`src/rtl/popcount_accum.sv`:
```
// Two-stage population counter: stage 1 counts ones or zeros of a sample,
// stage 2 accumulates the counts into a saturating running total.
module popcount_accum #(
  parameter  int unsigned WIDTH     = 8,
  parameter  int unsigned ACC_WIDTH = 16,
  localparam int unsigned CW        = $clog2(WIDTH + 1)
) (
  input  logic                 clk,
  input  logic                 rst,
  input  logic                 in_valid,
  input  logic [WIDTH-1:0]     in_data,
  input  logic                 mode,
  input  logic                 clear,
  output logic [CW-1:0]        count,
  output logic                 count_valid,
  output logic [ACC_WIDTH-1:0] total,
  output logic                 sat,
  output logic [15:0]          samples
);

  localparam int unsigned             SUM_W   = ACC_WIDTH + 1;
  localparam logic [ACC_WIDTH-1:0]    ACC_MAX = '1;

  logic [WIDTH-1:0]     w_src;
  logic [CW-1:0]        w_ones;
  logic [SUM_W-1:0]     w_sum;
  logic                 w_ovf;

  logic [CW-1:0]        r_count;
  logic                 r_count_valid;
  logic [ACC_WIDTH-1:0] r_total;
  logic                 r_sat;
  logic [15:0]          r_samples;

  // Counting zeros is counting ones of the inverted sample.
  assign w_src = mode ? ~in_data : in_data;

  always_comb begin
    w_ones = '0;
    for (int unsigned i = 0; i < WIDTH; i++) begin
      w_ones = w_ones + CW'(w_src[i]);
    end
  end

  // One extra bit catches any sum beyond the representable maximum.
  assign w_sum = {1'b0, r_total} + SUM_W'(r_count);
  assign w_ovf = w_sum[ACC_WIDTH];

  always_ff @(posedge clk) begin
    if (rst) begin
      r_count       <= '0;
      r_count_valid <= 1'b0;
      r_total       <= '0;
      r_sat         <= 1'b0;
      r_samples     <= '0;
    end else begin
      r_count_valid <= in_valid;
      if (in_valid) begin
        r_count <= w_ones;
      end
      // Clear wins over a simultaneous accumulate; stage 1 is unaffected.
      if (clear) begin
        r_total   <= '0;
        r_sat     <= 1'b0;
        r_samples <= '0;
      end else if (r_count_valid) begin
        r_samples <= r_samples + 16'd1;
        if (r_sat || w_ovf) begin
          r_total <= ACC_MAX;
          r_sat   <= 1'b1;
        end else begin
          r_total <= w_sum[ACC_WIDTH-1:0];
        end
      end
    end
  end

  assign count       = r_count;
  assign count_valid = r_count_valid;
  assign total       = r_total;
  assign sat         = r_sat;
  assign samples     = r_samples;

endmodule

```
`config.mk`:
```
export PLATFORM = sky130hd
export DESIGN_NAME = popcount_accum
export DESIGN_NICKNAME = d
export VERILOG_FILES = /design/src/rtl/popcount_accum.sv
export SDC_FILE = /design/constraint.sdc
export NUM_CORES = 1
export LEC_CHECK = 0
export CAP_MARGIN = 15
export CELL_PAD_IN_SITES_DETAIL_PLACEMENT = 2
export CELL_PAD_IN_SITES_GLOBAL_PLACEMENT = 2
export CORE_MARGIN = 2
export CORE_UTILIZATION = 26
export CTS_CLUSTER_SIZE = 10
export DETAILED_ROUTE_END_ITERATION = 8
export PLACE_DENSITY_LB_ADDON = 0.25
export SYNTH_ARGS = -nofsm -noshare
export SYNTH_HDL_FRONTEND = slang
export SYNTH_SLANG_ARGS = --single-unit
```
`constraint.sdc`:
```
create_clock -name clk -period 4.1 [get_ports clk]
set_input_delay 1.23 -clock clk [delete_from_list [all_inputs] [get_ports clk]]
set_output_delay 1.23 -clock clk [all_outputs]
set_load 0.05 [all_outputs]
```
### After elaboration in Yosys (flattened, before gate mapping)

Index checks and enable logic that the tools add are counted.

| storage, ports and cells | value |
|---|---|
| bits in registers | 38 |
| input port bits | 13 |
| logic and storage cells | 20 |

| operators by class | value |
|---|---|
| reduce and logical (&&, ||, !) cells | 3 |
| mux-type cells | 2 |
| $add $sub $neg | 9 |
| bitwise gates (word level) | 1 |

Operators by type and width:

| kind | number |
|---|---|
| adder 16 x 4 -> 17 bit | 1 |
| adder 16 x 1 -> 16 bit, second input constant | 1 |
| adder 4 x 1 -> 4 bit | 4 |
| 2-to-1 mux 16 bit | 1 |
| 2-to-1 mux 8 bit | 1 |
| inverter 8 bit | 1 |
| adder 3 x 1 -> 4 bit | 1 |
| adder 2 x 1 -> 3 bit | 1 |
| adder 1 x 1 -> 2 bit | 1 |
| AND reduction 2 bit | 1 |
| OR reduction 2 bit | 1 |
| logical OR 1 bit | 1 |

### Longest topological paths before layout

Gate-level depths: netlist (run 1).

| depth | value |
|---|---|
| depth after elaboration | 9 |
| mapped depth | 13 |
| mapped depth without buffers | 12 |

### Worst setup path after synthesis (run 1)

No wires, ideal clock.

| timing | value |
|---|---|
| path kind | in2reg |
| start point | input mode |
| end point | register r_count[1] (netlist: count[1]) |
| setup slack | -0.241 ns |
| arrival | 4.255 ns |
| buffers on the path | 1 |
| stages on the path | 11 |
| cells stage by stage | clkbuf_1 > xor2_1 > fa_1 > fa_1 > inv_1 > fa_1 > inv_1 > ha_1 > inv_1 > fa_1 > a211oi_1 |

| on the way | value |
|---|---|
| longest elaborated chain between the ends | 8 |

RTL lines:

| item | line | source |
|---|---|---|
| start, declared | 12 | `input logic mode,` |
| 2-to-1 mux 8 bit (*) | 36 | `assign w_src = mode ? ~in_data : in_data;` |
| adder 1 x 1 -> 2 bit | 41 | `w_ones = w_ones + CW'(w_src[i]);` |
| adder 2 x 1 -> 3 bit | 41 |  |
| adder 3 x 1 -> 4 bit | 41 |  |
| adder 4 x 1 -> 4 bit (3 in a row) | 41 |  |
| adder 4 x 1 -> 4 bit (*) | 41 |  |
| end signal, assigned | 59 | `r_count <= w_ones;` |
| end, declared | 29 | `logic [CW-1:0] r_count;` |

Every way passes the cells marked *; elsewhere a longest branch is shown, timed or not.
A chain may end at the register's enable or synchronous reset.

### Final worst setup path (run 1)

| timing | value |
|---|---|
| start point | input in_data[3] |
| end point | register r_count[2] (netlist: count[2]) |

| on the way | value |
|---|---|
| longest elaborated chain between the ends | 7 |

RTL lines:

| item | line | source |
|---|---|---|
| start, declared | 11 | `input logic [WIDTH-1:0] in_data,` |
| inverter 8 bit | 36 |  |
| 2-to-1 mux 8 bit (*) | 36 |  |
| adder 3 x 1 -> 4 bit (*) | 41 |  |
| adder 4 x 1 -> 4 bit (*) (4 in a row) | 41 |  |

Marks and branches as above.

==> results of run 1 <==
-- metal layers --
metal / part of all wire / global-route usage
met1: 0.47 / 0.1947
met2: 0.49 / 0.2554
met3: 0.035 / 0.03868
met4: 0.011 / 0.04044
met5: 0 / 0
-- layout make-up --
class	instances	share of cell area
Sequential cell	38	0.2733
Timing Repair Buffer	53	0.1847
Clock buffer	6	0.02966
Inverter	9	0.01213
Tap cell	102	0.04584
Multi-Input combinational cell	169	0.4436
Clock inverter	1	0.01079
-- worst paths after layout --
kind                            endpoint  slack (ns)
worst max-delay path            count[2]        0.13
worst min-delay path                 sat        0.51
worst max register to register  total[9]        1.65
worst min register to register       sat        0.51
-- layout by cell type (no fill, tap or decap), types with 3 or more instances in the layout --
| cell | instances |
|---|---|
| inv_1 | 8 |
| nand2_1 | 13 |
| nand3_1 | 7 |
| nor3_1 | 6 |
| xor2_1 | 11 |
| a31oi_1 | 8 |
| and4_1 | 3 |
| a311o_1 | 3 |
| and3_1 | 4 |
| nor2_1 | 19 |
| nand4_1 | 8 |
| and2_1 | 3 |
| nand2b_1 | 3 |
| xnor2_1 | 12 |
| fa_1 | 4 |
| clkbuf_8 | 6 |
| dlygate4sd2_1 | 3 |
| ha_1 | 7 |
| a21oi_1 | 11 |
| buf_4 | 3 |
| dfxtp_1 | 38 |
| or3_1 | 6 |
| o21ai_0 | 7 |
| mux2i_1 | 4 |
| o221a_2 | 3 |
| or4_1 | 3 |
| clkdlybuf4s50_1 | 46 |
-- worst register-to-register path, delay by kind of cell (launching register included) --
family	cells	cell delay (ns)
flops	1	0.33
compound gates	3	1.19
simple gates	1	0.12
fa+ha+maj	2	0.66
-- registers in the layout, summed over array words and instances, names as in the netlist --
| register | count |
|---|---|
| count | 4 |
| count_valid | 1 |
| total | 16 |
| samples | 16 |
| sat | 1 |
-- power by group --
part / total (W) / internal (W) / switching (W)
registers: 0.000398 / 0.000381 / 0.0000166
logic: 0.000240 / 0.000103 / 0.000137
clock network: 0.000336 / 0.000195 / 0.000141
-- per-stage QoR --
step           total power, W  area [µm²]  setup TNS (ns)
2_1_floorplan       0.0005646        2071        -0.02645
3_3_place_gp        0.0006342        2663          -1.350
3_5_place_dp        0.0006522        2663          -1.706
4_1_cts             0.0009925        2780               0
5_1_grt              0.001036        2784               0
6_report            0.0009731        2784               0
-- cells by family after synthesis --
group	synth area share
AND/OR/NAND/NOR	0.2091
adder cells (fa/ha/maj)	0.09727
flip-flops	0.3696
XOR/XNOR	0.1064
AO/OA/AOI/OAI	0.1581
buffers and inverters	0.04012
multiplexers	0.01945
-- timing repair --
item / 4_1_cts / 5_1_grt
hold buffers: 0 / 0
setup endpoints to repair: 2 / 2
resized for setup: 7 / 3
pin swaps: 5 / 0
endpoints found under the hold margin: 0 / 0
==> impl_metrics.yaml, run 1 <==
place:
  gp_congestion: 0.7406
  place_ws_ns: -0.6018
  placedCellCount: 371
  port_buffers: 50
  place_hpwl_um: 4614
floorplan:
  fp.dieW_um: 92.98
  core-area_mm2: 0.007687
  dieArea_mm2: 0.008644
  ios: 51
  dieHeight_um: 92.98
  rows: 32
  initial_utilization: 0.2677
timing:
  clock_skew_ns: 0.01012
  worstMarginPinSlew_ns: 0.7708
  fin_crit_sh: 0.9690
  period_needed_ns: 3.973
  finalHoldViolations: 0
  whs_ns: 0.5098
  drv_slew: 0
  rsz0062_at_grt: "false"
  setup_violations: 0
  fmax_ghz: 0.2517
  setup_slack_ns: 0.1270
  maxSlewHeadroom: 0.4861
clock_tree:
  cts_max_path_buffers: 2
  clk_latency_ns: 0.30
  cts_root_buf: "clkbuf_8"
  postCtsSetupBuffers: 0
  cts_buffers: 5
  clkSinkCount: 38
  path_clk_slew_ns: 0.08
  cts_tree: "built"
  h-tree-depth: 2
route:
  drtIter0Drc: 48
  wirelength_um: 6140
  drc: 0
  wl_per_cell_um: 16.24
  vias: 1906
  drtPass1Iterations: 4
  via_per_inst: 5.042
  drtAntennaViolNets: 0
setup_path:
  path_cells: "dlygate4sd2_1 -> xor2_2 -> fa_1 -> fa_1 -> inv_1 -> fa_1 -> inv_1 -> ha_2 -> inv_2 -> fa_2 -> xnor2_1 -> mux2i_1 -> nor2_1"
  worstSetupPathType: "in2reg"
  crit_path_max_fanout: 2
  crit_top_cell: "fa_1"
  cp.arrival_ns: 4.14
  crit_start: "in_data[3]"
  slowest_stage: "fa_1"
  crit_family: "adder cells"
  ff2ff_path_depth: 6
  r2r-start: "count[0]"
  crit_cells: 13
  critPathRequiredTime_ns: 4.26
  crit_path_end_kind: "register"
  slowest_delay_ns: 0.50
  cp-start-kind: "primary input"
  path_buf_inv: 4
worst_hold_path:
  hold_path_startpoint: "sat"
  hold_depth: 2
  hold_class: "reg2reg"
power:
  power-per-cell-area_mw_per_mm2: 349.5
  p_leak_nw: 0.9797
  vdd_ir_drop_max_v: 0.00009969
finish:
  multi_input_area_mm2: 0.001235
  fin_nets: 302
  area_growth_pct: 35.26
  drive_above_1_share: 0.08333
  final_util: 0.3621
  num-fill-cells: 893
  insertedDiodeCount: 0
  stdcell_count: 378
  seq_area_um2: 760.7
yosys:
  yosysWarnings: 0
  seq_area_frac_synth: 0.3696
  synthTopCellsByArea: "dfxtp_1 37%, xor2_1 5.5%, xnor2_1 5.1%, fa_1 4.9%, ha_1 4.9%"
  synth-main-ff-cell: "dfxtp_1"
  synth_edf_count: 0
  ys_types: 42
  async_reset_ff_frac: 0
  yosysTopAreaCell: "dfxtp_1"
  syn_nets: 251
  synth_top_area_share: 0.3696
  synthCells: 225
  synth_common_cells: "38 x dfxtp_1, 19 x nor2_1, 13 x nand2_1, 13 x xor2_1, 12 x xnor2_1"
  yosysMostFrequentCell: "dfxtp_1"
  syn-cell-area_mm2: 0.002058
  ys_seq_elements: 38
  syn_avg_cell_area_um2: 9.148
global_routing:
  grt_pass1_vias: 2052
  grt_pass1_wl_um: 10430
  grt_max_degree: 18
  antenna_found_initial: 0
  grt_overflow: 0
  grt_use_total: 0.1522
run_status:
  status: "completed"
run:
  drv_cap: 0
Power figures use the tool's default switching activity.
==> run 2, diff against run 1 <==
--- a/config.mk
+++ b/config.mk
@@ -5,14 +5,14 @@
 export SDC_FILE = /design/constraint.sdc
 export NUM_CORES = 1
 export LEC_CHECK = 0
-export CAP_MARGIN = 15
+export CAP_MARGIN = 10
 export CELL_PAD_IN_SITES_DETAIL_PLACEMENT = 2
 export CELL_PAD_IN_SITES_GLOBAL_PLACEMENT = 2
 export CORE_MARGIN = 2
 export CORE_UTILIZATION = 26
 export CTS_CLUSTER_SIZE = 10
 export DETAILED_ROUTE_END_ITERATION = 8
-export PLACE_DENSITY_LB_ADDON = 0.25
+export PLACE_DENSITY_LB_ADDON = 0.1
 export SYNTH_ARGS = -nofsm -noshare
 export SYNTH_HDL_FRONTEND = slang
 export SYNTH_SLANG_ARGS = --single-unit
==> impl_metrics.yaml, run 2 (synthesis gave the netlist of run 1 again) <==
run_status:
  status: "completed"
finish:
  fin_nets: 302
  most-common-layout-cells: "46 x clkdlybuf4s50_1, 38 x dfxtp_1, 19 x nor2_1"
  drive_above_1_share: 0.08664
  area_growth_pct: 36.35
  final_common_cell: "clkdlybuf4s50_1"
  insertedDiodeCount: 0
  final_cell_area_mm2: 0.002806
  num-fill-cells: 891
run:
  drv_cap: 0
clock_tree:
  h-tree-depth: 2
  cts_tree: "built"
  clkSinkCount: 38
  path_clk_slew_ns: 0.09
  cts_max_path_buffers: 2
  clk_latency_ns: 0.29
  ctsHoldBuffers: 0
  cts_root_buf: "clkbuf_8"
  cts_buffers: 5
place:
  port_buffers: 50
  postPlaceCellArea_mm2: 0.002655
  gp_congestion: 0.7409
  place_hpwl_um: 4271
power:
  vdd_ir_drop_max_v: 0.0001339
  p_total_w: 0.001022
  power-per-cell-area_mw_per_mm2: 364.0
  p_leak_nw: 0.9907
floorplan:
  fp.dieW_um: 92.98
  dieArea_mm2: 0.008644
  dieHeight_um: 92.98
  ios: 51
  initial_utilization: 0.2677
  core-area_mm2: 0.007687
  rows: 32
timing:
  fin_crit_sh: 0.9616
  setup_violations: 0
  drv_slew: 0
  period_needed_ns: 3.943
  whs_ns: 0.5108
  clock_skew_ns: 0.01205
  worstMarginPinSlew_ns: 0.7771
  timing.setup.tns_ns: 0
  finalHoldViolations: 0
  fmax_ghz: 0.2536
  rsz0062_at_grt: "false"
  maxSlewHeadroom: 0.4819
route:
  drtIter0Drc: 60
  wl_per_cell_um: 14.98
  drtAntennaViolNets: 0
  drc: 0
  wirelength_um: 5676
  vias: 1892
  drtPass1Iterations: 4
  via_per_inst: 4.992
global_routing:
  grt_overflow: 0
  met1_usage: 0.1910
  antenna_found_initial: 0
  use_met3: 0.02498
  use_met2: 0.2307
  grt_pass1_wl_um: 9777
  grt_max_degree: 23
  grt_pass1_vias: 1930
  grt_busiest_layer: "met2"
  grt_use_total: 0.1415
worst_hold_path:
  hold_class: "reg2reg"
  hold_end: "sat"
  hold_path_startpoint: "sat"
  hold_depth: 2
setup_path:
  r2r_end: "total[7]"
  crit_family: "adder cells"
  crit_cells: 13
  crit_top_cell: "fa_1"
  slowest_delay_ns: 0.49
  cp-start-kind: "primary input"
  worstSetupPathType: "in2reg"
  crit_path_max_fanout: 2
  path_cells: "dlygate4sd2_1 -> xor2_2 -> fa_1 -> fa_1 -> inv_1 -> fa_1 -> inv_1 -> ha_2 -> inv_2 -> fa_2 -> xnor2_1 -> mux2i_1 -> nor2_1"
  r2r_slack_ns: 1.62
  critPathRequiredTime_ns: 4.26
  ff2ff_path_depth: 6
  path_buf_inv: 4
  r2r-start: "count[0]"
  cp.arrival_ns: 4.10
  crit_path_end_kind: "register"
  slowest_stage: "fa_1"
## run 2: worst register-to-register path, cell delays in order, from the launching register on
cell,delay (ns)
dfxtp_1,0.34
ha_1,0.23
fa_1,0.42
a211oi_2,0.41
nor4b_2,0.12
a32oi_2,0.65
a31oi_1,0.17
## run 2: final cells by class
type / count / area (µm²) / share of cell area
multi-input combinational: 169 / 1232 / 0.4391
inverter: 9 / 33.78 / 0.01204
clock inverter: 3 / 68.82 / 0.02452
tap: 102 / 127.6 / 0.04547
timing repair buffer: 53 / 514.2 / 0.1832
clock buffer: 5 / 68.82 / 0.02452
sequential: 38 / 760.7 / 0.2711
## run 2: repair_timing
item | 4_1_cts | 5_1_grt
setup endpoints to repair | 2 | 1
gates resized for setup | 7 | 3
buffers inserted | 1 | 0
pin swaps | 7 | 1
hold endpoints to repair | 0 | 0
## run 2: worst max-delay path by stage
stage               startpoint       end  slack [ns]
finish              in_data[3]  count[2]        0.16
global route        in_data[3]  count[2]        0.05
CTS                       mode  count[2]        0.09
detailed placement        mode  count[1]       -0.57
global placement          mode  count[1]       -0.49
floorplan                 mode  count[1]       -0.03
## run 2: layer usage
metal  routed length, µm  vias to the layer above  part of all wire
li1                    -                      909                 -
met1                2811                      951              0.50
met2                2640                       30              0.47
met3                 193                        2             0.034
met4                  30                        0            0.0053
met5                   0                        -                 0
## run 2: power by group
group | internal (W) | leakage [nW] | switching [W]
sequential | 0.000381 | 0.307 | 0.0000162
combinational | 0.000103 | 0.615 | 0.000132
clock | 0.000244 | 0.0683 | 0.000145
## run 2: metrics by stage
stage	setup slack, ns	util	instances
after floorplan	-0.02645	-	225
after global placement	-0.4921	0.3454	370
after detailed placement	-0.5726	0.3454	370
after CTS	0.09438	0.3646	379
after global routing	0.04521	0.3651	379
final	0.1574	0.3651	379
==> run 3, diff against run 2 <==
--- a/config.mk
+++ b/config.mk
@@ -5,11 +5,13 @@
 export SDC_FILE = /design/constraint.sdc
 export NUM_CORES = 1
 export LEC_CHECK = 0
+export ABC_CLOCK_PERIOD_IN_PS = 4100
 export CAP_MARGIN = 10
 export CELL_PAD_IN_SITES_DETAIL_PLACEMENT = 2
 export CELL_PAD_IN_SITES_GLOBAL_PLACEMENT = 2
 export CORE_MARGIN = 2
 export CORE_UTILIZATION = 26
+export CTS_CLUSTER_DIAMETER = 200
 export CTS_CLUSTER_SIZE = 10
 export DETAILED_ROUTE_END_ITERATION = 8
 export PLACE_DENSITY_LB_ADDON = 0.1
==> results of run 3 <==
Final layout, timing and power as in run 2 (identical DEF).
